<file path="src/rtl/stream_demux_pkg.sv">
// Shared types and helpers for the stream demultiplexer and its per-output elastic slot.
package stream_demux_pkg;

  typedef enum logic [1:0] {
    EMPTY = 2'd0,
    ONE   = 2'd1,
    TWO   = 2'd2
  } slot_state_e;

  localparam int unsigned PERF_CNT_W = 32;

  // Select width: at least one bit even for a single output.
  function automatic int unsigned sel_width(input int unsigned n);
    return (n <= 1) ? 32'd1 : 32'($clog2(n));
  endfunction

endpackage

</file>
<file path="src/rtl/stream_demux_slot.sv">
// Two-entry elastic slot: registered valid/data towards the consumer, full flag towards the router.
module stream_demux_slot
  import stream_demux_pkg::*;
#(
  parameter int unsigned DATAW = 1
) (
  input  logic             clk,
  input  logic             reset,
  input  logic             push,
  input  logic [DATAW-1:0] push_data,
  output logic             full,
  output logic             valid,
  output logic [DATAW-1:0] data,
  input  logic             ready
);

  slot_state_e      state_q, state_d;
  logic [DATAW-1:0] head_q, head_d;
  logic [DATAW-1:0] spare_q, spare_d;
  logic             pop;

  always_ff @(posedge clk or posedge reset) begin
    if (reset) begin
      state_q <= EMPTY;
    end else begin
      state_q <= state_d;
    end
  end

  // Payload registers carry no reset; they are only observed while valid.
  always_ff @(posedge clk) begin
    head_q  <= head_d;
    spare_q <= spare_d;
  end

  always_comb begin
    state_d = state_q;
    head_d  = head_q;
    spare_d = spare_q;
    pop     = (state_q != EMPTY) && ready;
    unique case (state_q)
      EMPTY: begin
        if (push) begin
          state_d = ONE;
          head_d  = push_data;
        end
      end
      ONE: begin
        if (push && pop) begin
          head_d = push_data;
        end else if (push) begin
          state_d = TWO;
          spare_d = push_data;
        end else if (pop) begin
          state_d = EMPTY;
        end
      end
      TWO: begin
        if (pop) begin
          state_d = ONE;
          head_d  = spare_q;
        end
      end
      default: state_d = EMPTY;
    endcase
  end

  assign full  = (state_q == TWO);
  assign valid = (state_q != EMPTY);
  assign data  = head_q;

endmodule

</file>
<file path="src/rtl/stream_demux.sv">
// Steers one valid/ready stream to NUM_OUTS outputs by sel_in, optionally through per-output slots.
// Optional stall counters per output when STREAM_DEMUX_PERF_EN is defined.
module stream_demux
  import stream_demux_pkg::*;
#(
  parameter  int unsigned NUM_OUTS = 2,
  parameter  int unsigned DATAW    = 1,
  parameter  int unsigned BUFFERED = 1,
  localparam int unsigned SELW     = sel_width(NUM_OUTS)
) (
  input  logic                           clk,
  input  logic                           reset,
  input  logic                           valid_in,
  input  logic [SELW-1:0]                sel_in,
  input  logic [DATAW-1:0]               data_in,
  output logic                           ready_in,
  output logic [NUM_OUTS-1:0]            valid_out,
  output logic [NUM_OUTS-1:0][DATAW-1:0] data_out,
  input  logic [NUM_OUTS-1:0]            ready_out
`ifdef STREAM_DEMUX_PERF_EN
  ,
  output logic [NUM_OUTS-1:0][PERF_CNT_W-1:0] perf_stalls_out
`endif
);

  logic                sel_ok_c;
  logic [NUM_OUTS-1:0] sel_hit_c;

  // A single output ignores sel_in entirely.
  assign sel_ok_c = (NUM_OUTS == 1) || (32'(sel_in) < NUM_OUTS);

  always_comb begin
    sel_hit_c = '0;
    for (int unsigned i = 0; i < NUM_OUTS; i++) begin
      sel_hit_c[i] = (NUM_OUTS == 1) || (sel_in == SELW'(i));
    end
  end

  if (NUM_OUTS == 1) begin : g_wire
    assign valid_out   = valid_in;
    assign data_out[0] = data_in;
    assign ready_in    = ready_out[0];
  end else if (BUFFERED == 0) begin : g_comb
    assign valid_out = {NUM_OUTS{valid_in}} & sel_hit_c;
    assign data_out  = {NUM_OUTS{data_in}};
    assign ready_in  = sel_ok_c ? ready_out[sel_in] : 1'b1;
  end else begin : g_buf
    logic [NUM_OUTS-1:0] full_c;
    logic [NUM_OUTS-1:0] push_c;

    // Backpressure comes from slot occupancy only, never from ready_out.
    assign ready_in = sel_ok_c ? !full_c[sel_in] : 1'b1;
    assign push_c   = {NUM_OUTS{valid_in}} & sel_hit_c & ~full_c;

    for (genvar i = 0; i < NUM_OUTS; i++) begin : g_slot
      stream_demux_slot #(
        .DATAW(DATAW)
      ) u_slot (
        .clk      (clk),
        .reset    (reset),
        .push     (push_c[i]),
        .push_data(data_in),
        .full     (full_c[i]),
        .valid    (valid_out[i]),
        .data     (data_out[i]),
        .ready    (ready_out[i])
      );
    end
  end

`ifdef STREAM_DEMUX_PERF_EN
  logic [NUM_OUTS-1:0][PERF_CNT_W-1:0] perf_q, perf_d;

  always_comb begin
    perf_d = perf_q;
    for (int unsigned i = 0; i < NUM_OUTS; i++) begin
      if (valid_in && sel_hit_c[i] && !ready_in) begin
        perf_d[i] = perf_q[i] + PERF_CNT_W'(1);
      end
    end
  end

  always_ff @(posedge clk or posedge reset) begin
    if (reset) begin
      perf_q <= '0;
    end else begin
      perf_q <= perf_d;
    end
  end

  assign perf_stalls_out = perf_q;
`endif

`ifndef SYNTHESIS
  sel_in_range_a: assert property (@(posedge clk) disable iff (reset) valid_in |-> sel_ok_c);
`endif

endmodule

</file>
<file path="config.mk">
export PLATFORM = sky130hd
export DESIGN_NAME = stream_demux
export DESIGN_NICKNAME = d
export VERILOG_FILES = /design/src/rtl/stream_demux_pkg.sv /design/src/rtl/stream_demux_slot.sv /design/src/rtl/stream_demux.sv
export SDC_FILE = /design/constraint.sdc
export NUM_CORES = 1
export LEC_CHECK = 0
export BUFFER_PORTS_ARGS = -buffer_cell sky130_fd_sc_hd__buf_2
export CAP_MARGIN = 30
export CORE_AREA = 3 3 40 42
export CTS_BUF_LIST = sky130_fd_sc_hd__clkbuf_2 sky130_fd_sc_hd__clkbuf_4 sky130_fd_sc_hd__clkbuf_8
export DETAILED_ROUTE_END_ITERATION = 10
export DIE_AREA = 0 0 43 45
export HOLD_SLACK_MARGIN = 0.03
export SLEW_MARGIN = 10
export SYNTH_ARGS = -nofsm -noshare
export SYNTH_HDL_FRONTEND = slang
export SYNTH_SLANG_ARGS = --single-unit
</file>
<file path="constraint.sdc">
create_clock -name clk -period 1.5 [get_ports clk]
set_input_delay 0.225 -clock clk [delete_from_list [all_inputs] [get_ports clk]]
set_output_delay 0.225 -clock clk [all_outputs]
set_load 0.05 [all_outputs]
</file>
# After elaboration in Yosys (flattened, before gate mapping)
# Cells that the tools add are included.
# op_classes
bitwise	6
n_lt_le_gt_ge	1
mux	22
reduce_logical	17
n_eq_ne	14
# op_table
operator	count
2-to-1 mux 2 bit	10
AND reduction 4 bit	4
inequality test 2 bit, second input constant	6
one-hot mux 2 bit (3 select lines)	2
2-to-1 mux 1 bit	8
inequality test 3 x 2 -> 1 bit, second input constant	2
one-hot mux 1 bit (3 select lines)	2
AND reduction 3 bit	2
nonzero test 3 bit	2
AND 2 bit	2
equality test 2 x 1 -> 1 bit, second input constant	2
equality test 2 bit, second input constant	2
logical AND 1 bit	4
zero test 2 bit	2
inequality test 2 x 1 -> 1 bit, second input constant	2
nonzero test 2 bit	2
NOT 1 bit	3
< comparator 1 x 2 -> 1 bit, second input constant	1
NOT 2 bit	1
zero test 1 bit	1
# totals
elab_cells	66
inputBits	7
ff_bits	8

# Depth between registers and ports, before layout
# logic_depth
depth_word	6
ltp_mapped	3

# By module
# A second synthesis with hierarchy kept.
# unflattened
cells_unflattened	39
area_unflattened_um2	454.2
# modules_own_cells
mod	instances	cells_per_inst	area_per_inst_um2	seq_area_each_um2
stream_demux_slot	2	18	214.0	110.1
stream_demux	1	3	26.3	0.0

# Worst setup path before layout
# OpenSTA, ideal clock, no wires.
# synth_path
path_kind	reg2out
start	register g_buf.g_slot[1].u_slot.state_q[1]
end	output ready_in
stages_incl_launch_ff	3
t_arrival_ns	1.361
setup_slack_ns	-0.087
t_required_ns	1.275
path_buffers	0
path_cell_list	dfrtp_1 nor2b_2 mux2i_1
# synth_between
elab_chain_len	4
# synth_rtl
item	line	source
start: declaration	stream_demux_slot.sv:17	slot_state_e state_q, state_d;
start signal: assignment	stream_demux_slot.sv:26	state_q <= state_d;
equality test 2 bit	stream_demux_slot.sv:68	assign full = (state_q == TWO);
2-to-1 mux 1 bit (not written as such) (2 in a row)	stream_demux.sv:52	assign ready_in = sel_ok_c ? !full_c[sel_in] : 1'b1;
zero test 1 bit	stream_demux.sv:52	
end: declaration	stream_demux.sv:16	output logic ready_in,
# No other way between the ends. The select of a mux whose other input is x is not followed.

# Worst setup path in the final report
# layout_path
start	register g_buf.g_slot[0].u_slot.state_q[1]
end	output valid_out[0]
# layout_between
elab_chain_len	1
# layout_rtl
item	line	source
start: declaration	stream_demux_slot.sv:17	
start signal: assignment	stream_demux_slot.sv:26	
nonzero test 2 bit	stream_demux_slot.sv:69	assign valid = (state_q != EMPTY);
end: declaration	stream_demux.sv:17	output logic [NUM_OUTS-1:0] valid_out,
# No other way between the ends.

==> results.json <==
{
  "outcome": "completed",
  "slowest_delay_ns": 0.44,
  "crit_chain": "or2_2 -> buf_2",
  "slew_headroom_pct": 83.5,
  "synth-seq-cells": 8,
  "io_buffer_count": 11,
  "tns_ns": 0,
  "cts_sinks": 8,
  "grt_pass1_vias": 289,
  "worst_ep_arrival_time_ns": 1.22,
  "area_growth_syn_to_layout_pct": 20.3,
  "avgViaCountPerCell": 4.83,
  "hold_path_class": "in -> reg",
  "num_antenna_cells": 0,
  "ant_nets": 0,
  "worst_setup_path_end_kind": "output port",
  "cp.buffers_inverters": 1,
  "synth_common_cells": "buf_4 (4), dfrtp_1 (4), edfxtp_1 (4)",
  "drt_pre_antenna_iters": 4,
  "syn-num-nets": 49,
  "syn-cell-area_um2": 462,
  "setup_ws_ns": 0.0556,
  "totalWireLength_um": 760,
  "use_met1_pct": 10.0,
  "synth_seq_area_share_pct": 47.7,
  "synth_top_area_share_pct": 26.0,
  "synth.distinct_cells": 24,
  "coreArea_mm2": 0.00128,
  "criticalPathCategory": "reg -> out",
  "grtUsageMet2_pct": 12.6,
  "ys_warn_count": 0,
  "clock_latency_ns": 0.26,
  "antenna_found_initial": 0,
  "cp_top_family": "flip-flops",
  "p_leak_nw": 0.236,
  "worstPathRequired_ns": 1.27,
  "rsz0062_at_grt": "no",
  "finClkSkew_ns": 0.00905,
  "worst_slew_pin_slew_ns": 0.250,
  "wl_per_cell_um": 11.0,
  "die_y_um": 45,
  "drive_gt1_share_pct": 46.3,
  "crit_fanout": 7,
  "fp.dieW_um": 43,
  "grt_max_degree": 8,
  "numCtsBuffers": 3,
  "synthTopCellsByArea": "edfxtp_1 (26%), dfrtp_1 (22%), buf_4 (6.5%)",
  "synth.largest_area_cell": "edfxtp_1",
  "top_usage_layer": "met2",
  "finalSetupViolations": 0,
  "initial_core_util_pct": 35.9,
  "cts_tree": "yes",
  "num-nets-final": 62,
  "overflow": 0,
  "postCtsSetupRepairBufs": 0,
  "synthCells": 42,
  "min_period_ns": 1.44,
  "grt_pass1_wl_um": 1240,
  "grt_use_total_pct": 9.70,
  "placementRows": 13,
  "final_cell_count_no_fill": 69,
  "use_met3_pct": 8.37,
  "finalHoldViolCount": 0,
  "slew_viol_final": 0,
  "max_freq_mhz": 692,
  "dp_cells": 64,
  "dieArea_mm2": 0.00194,
  "crit_path_top_delay_cell": "dfrtp_1",
  "globalplace.congestion": 0.739,
  "vias": 333,
  "start_kind": "register",
  "cap_violations": 0,
  "clock_path_buffers": 2,
  "synth.avg_cell_area_um2": 11.0,
  "cts-htree-levels": 1,
  "dominantRegCellSynth": "edfxtp_1",
  "async_reset_ff_share_pct": 50.0,
  "synth_enable_flop_cells": 4,
  "fin_crit_sh_pct": 96.3,
  "clk_pin_slew_ns": 0.06,
  "root_buffer": "clkbuf_4",
  "power.density_mw_per_mm2": 1130,
  "drtIter0Drc": 1,
  "detailedPlace.worstSlack_ns": 0.253,
  "io_pins": 12,
  "drcViolationCount": 0,
  "ir_worst_vdd_mv": 0.473,
  "place_hpwl_um": 571
}
routing by layer:
metal	wire (um)	share of wire (%)	vias to the layer above
met4	13	1.7	0
met1	336	44	152
li1	-	-	166
met3	78	10	2
met5	0	0	-
met2	332	44	13
report_power, final:
| part | internal [mW] | leakage, nW | switching (mW) |
|---|---|---|---|
| sequential | 0.251 | 0.0891 | 0.0198 |
| clock | 0.120 | 0.0184 | 0.0785 |
| combinational | 0.0577 | 0.129 | 0.0998 |
cell families (layout without fill, tap and decap cells):
| logic type | count (synthesis) | in the layout | synth area share (%) |
|---|---|---|---|
| AO/OA/AOI/OAI | 7 | 7 | 8.40 |
| XOR/XNOR | 1 | 1 | 1.90 |
| buffers and inverters | 6 | 18 | 8.13 |
| flip-flops | 8 | 8 | 47.7 |
| multiplexers | 4 | 4 | 9.21 |
| AND/OR/NAND/NOR | 16 | 16 | 24.7 |
worst paths after layout:
path                       slack, ns  cells past startpoint                                end                               from
setup / recovery                0.06                      2                       valid_out[0]  g_buf.g_slot[0].u_slot.state_q[1]
hold / removal                  0.15                      2  g_buf.g_slot[1].u_slot.state_q[1]                       ready_out[1]
setup reg to reg                0.25                      2        g_buf.g_slot[0].u_slot.data  g_buf.g_slot[0].u_slot.state_q[1]
hold reg to reg                 0.54                      1        g_buf.g_slot[0].u_slot.data     g_buf.g_slot[0].u_slot.spare_q
max in group asynchronous       0.94                      3  g_buf.g_slot[1].u_slot.state_q[0]                              reset
min in group asynchronous       0.39                      3  g_buf.g_slot[1].u_slot.state_q[1]                              reset
layout by cell type, fill, tap and decap left out:
cell           netlist  routed
nor2b_4              1       1
xnor2_1              1       1
edfxtp_1             4       4
nand3b_1             1       1
o22ai_1              1       1
dfrtp_1              4       4
buf_6                0       1
dlygate4sd3_1        0       1
nand2b_2             1       1
or2_2                2       2
and2b_2              1       1
nor2b_2              1       1
buf_2                0      10
nor2_1               2       2
a21oi_1              3       3
mux2i_1              2       1
and2_1               1       1
clkbuf_4             0       4
nand3_1              1       1
o31ai_1              1       1
o21ai_0              2       2
nand4b_1             1       1
inv_1                2       2
nand2b_1             1       1
nand2_1              2       2
mux2i_2              0       1
nor3b_2              1       1
mux2_2               2       2
metrics by stage:
| stage | util (%) | hold WS (ns) | area [um^2] | total power, mW |
|---|---|---|---|---|
| 2_1_floorplan | - | -0.00892 | 465 | 0.411 |
| 3_3_place_gp | 39.6 | 0.111 | 509 | 0.429 |
| 3_5_place_dp | 39.6 | 0.116 | 509 | 0.429 |
| 4_1_cts | 42.9 | 0.144 | 552 | 0.636 |
| 5_1_grt | 43.2 | 0.143 | 556 | 0.673 |
| 6_report | 43.2 | 0.153 | 556 | 0.627 |
worst reg2reg max path, delay by kind of cell, from the launching register on:
family / cells / cell delay (ns)
mux: 1 / 0.34
flops: 1 / 0.45
simple gates: 1 / 0.23
final cells by class:
cell class / instances / area [um^2]
Fill cell: 121 / 729
Sequential cell: 8 / 220
Multi-Input combinational cell: 28 / 208
Timing Repair Buffer: 12 / 71.3
Clock buffer: 4 / 30.0
Tap cell: 15 / 18.8
Inverter: 2 / 7.51
repair_timing:
item | CTS | global route
endpoints found under the setup margin | 1 | 1
hold buffers | 1 | 0
gates resized for setup | 1 | 1
hold endpoints to repair | 4 | 0
gates cloned | 0 | 0
flip-flops by register name, summed over array words and instances (netlist names):
signal and cells:
g_buf.g_slot.u_slot.spare_q 2, g_buf.g_slot.u_slot.data 2, g_buf.g_slot.u_slot.state_q 4
(Power assumes the default switching activity.)
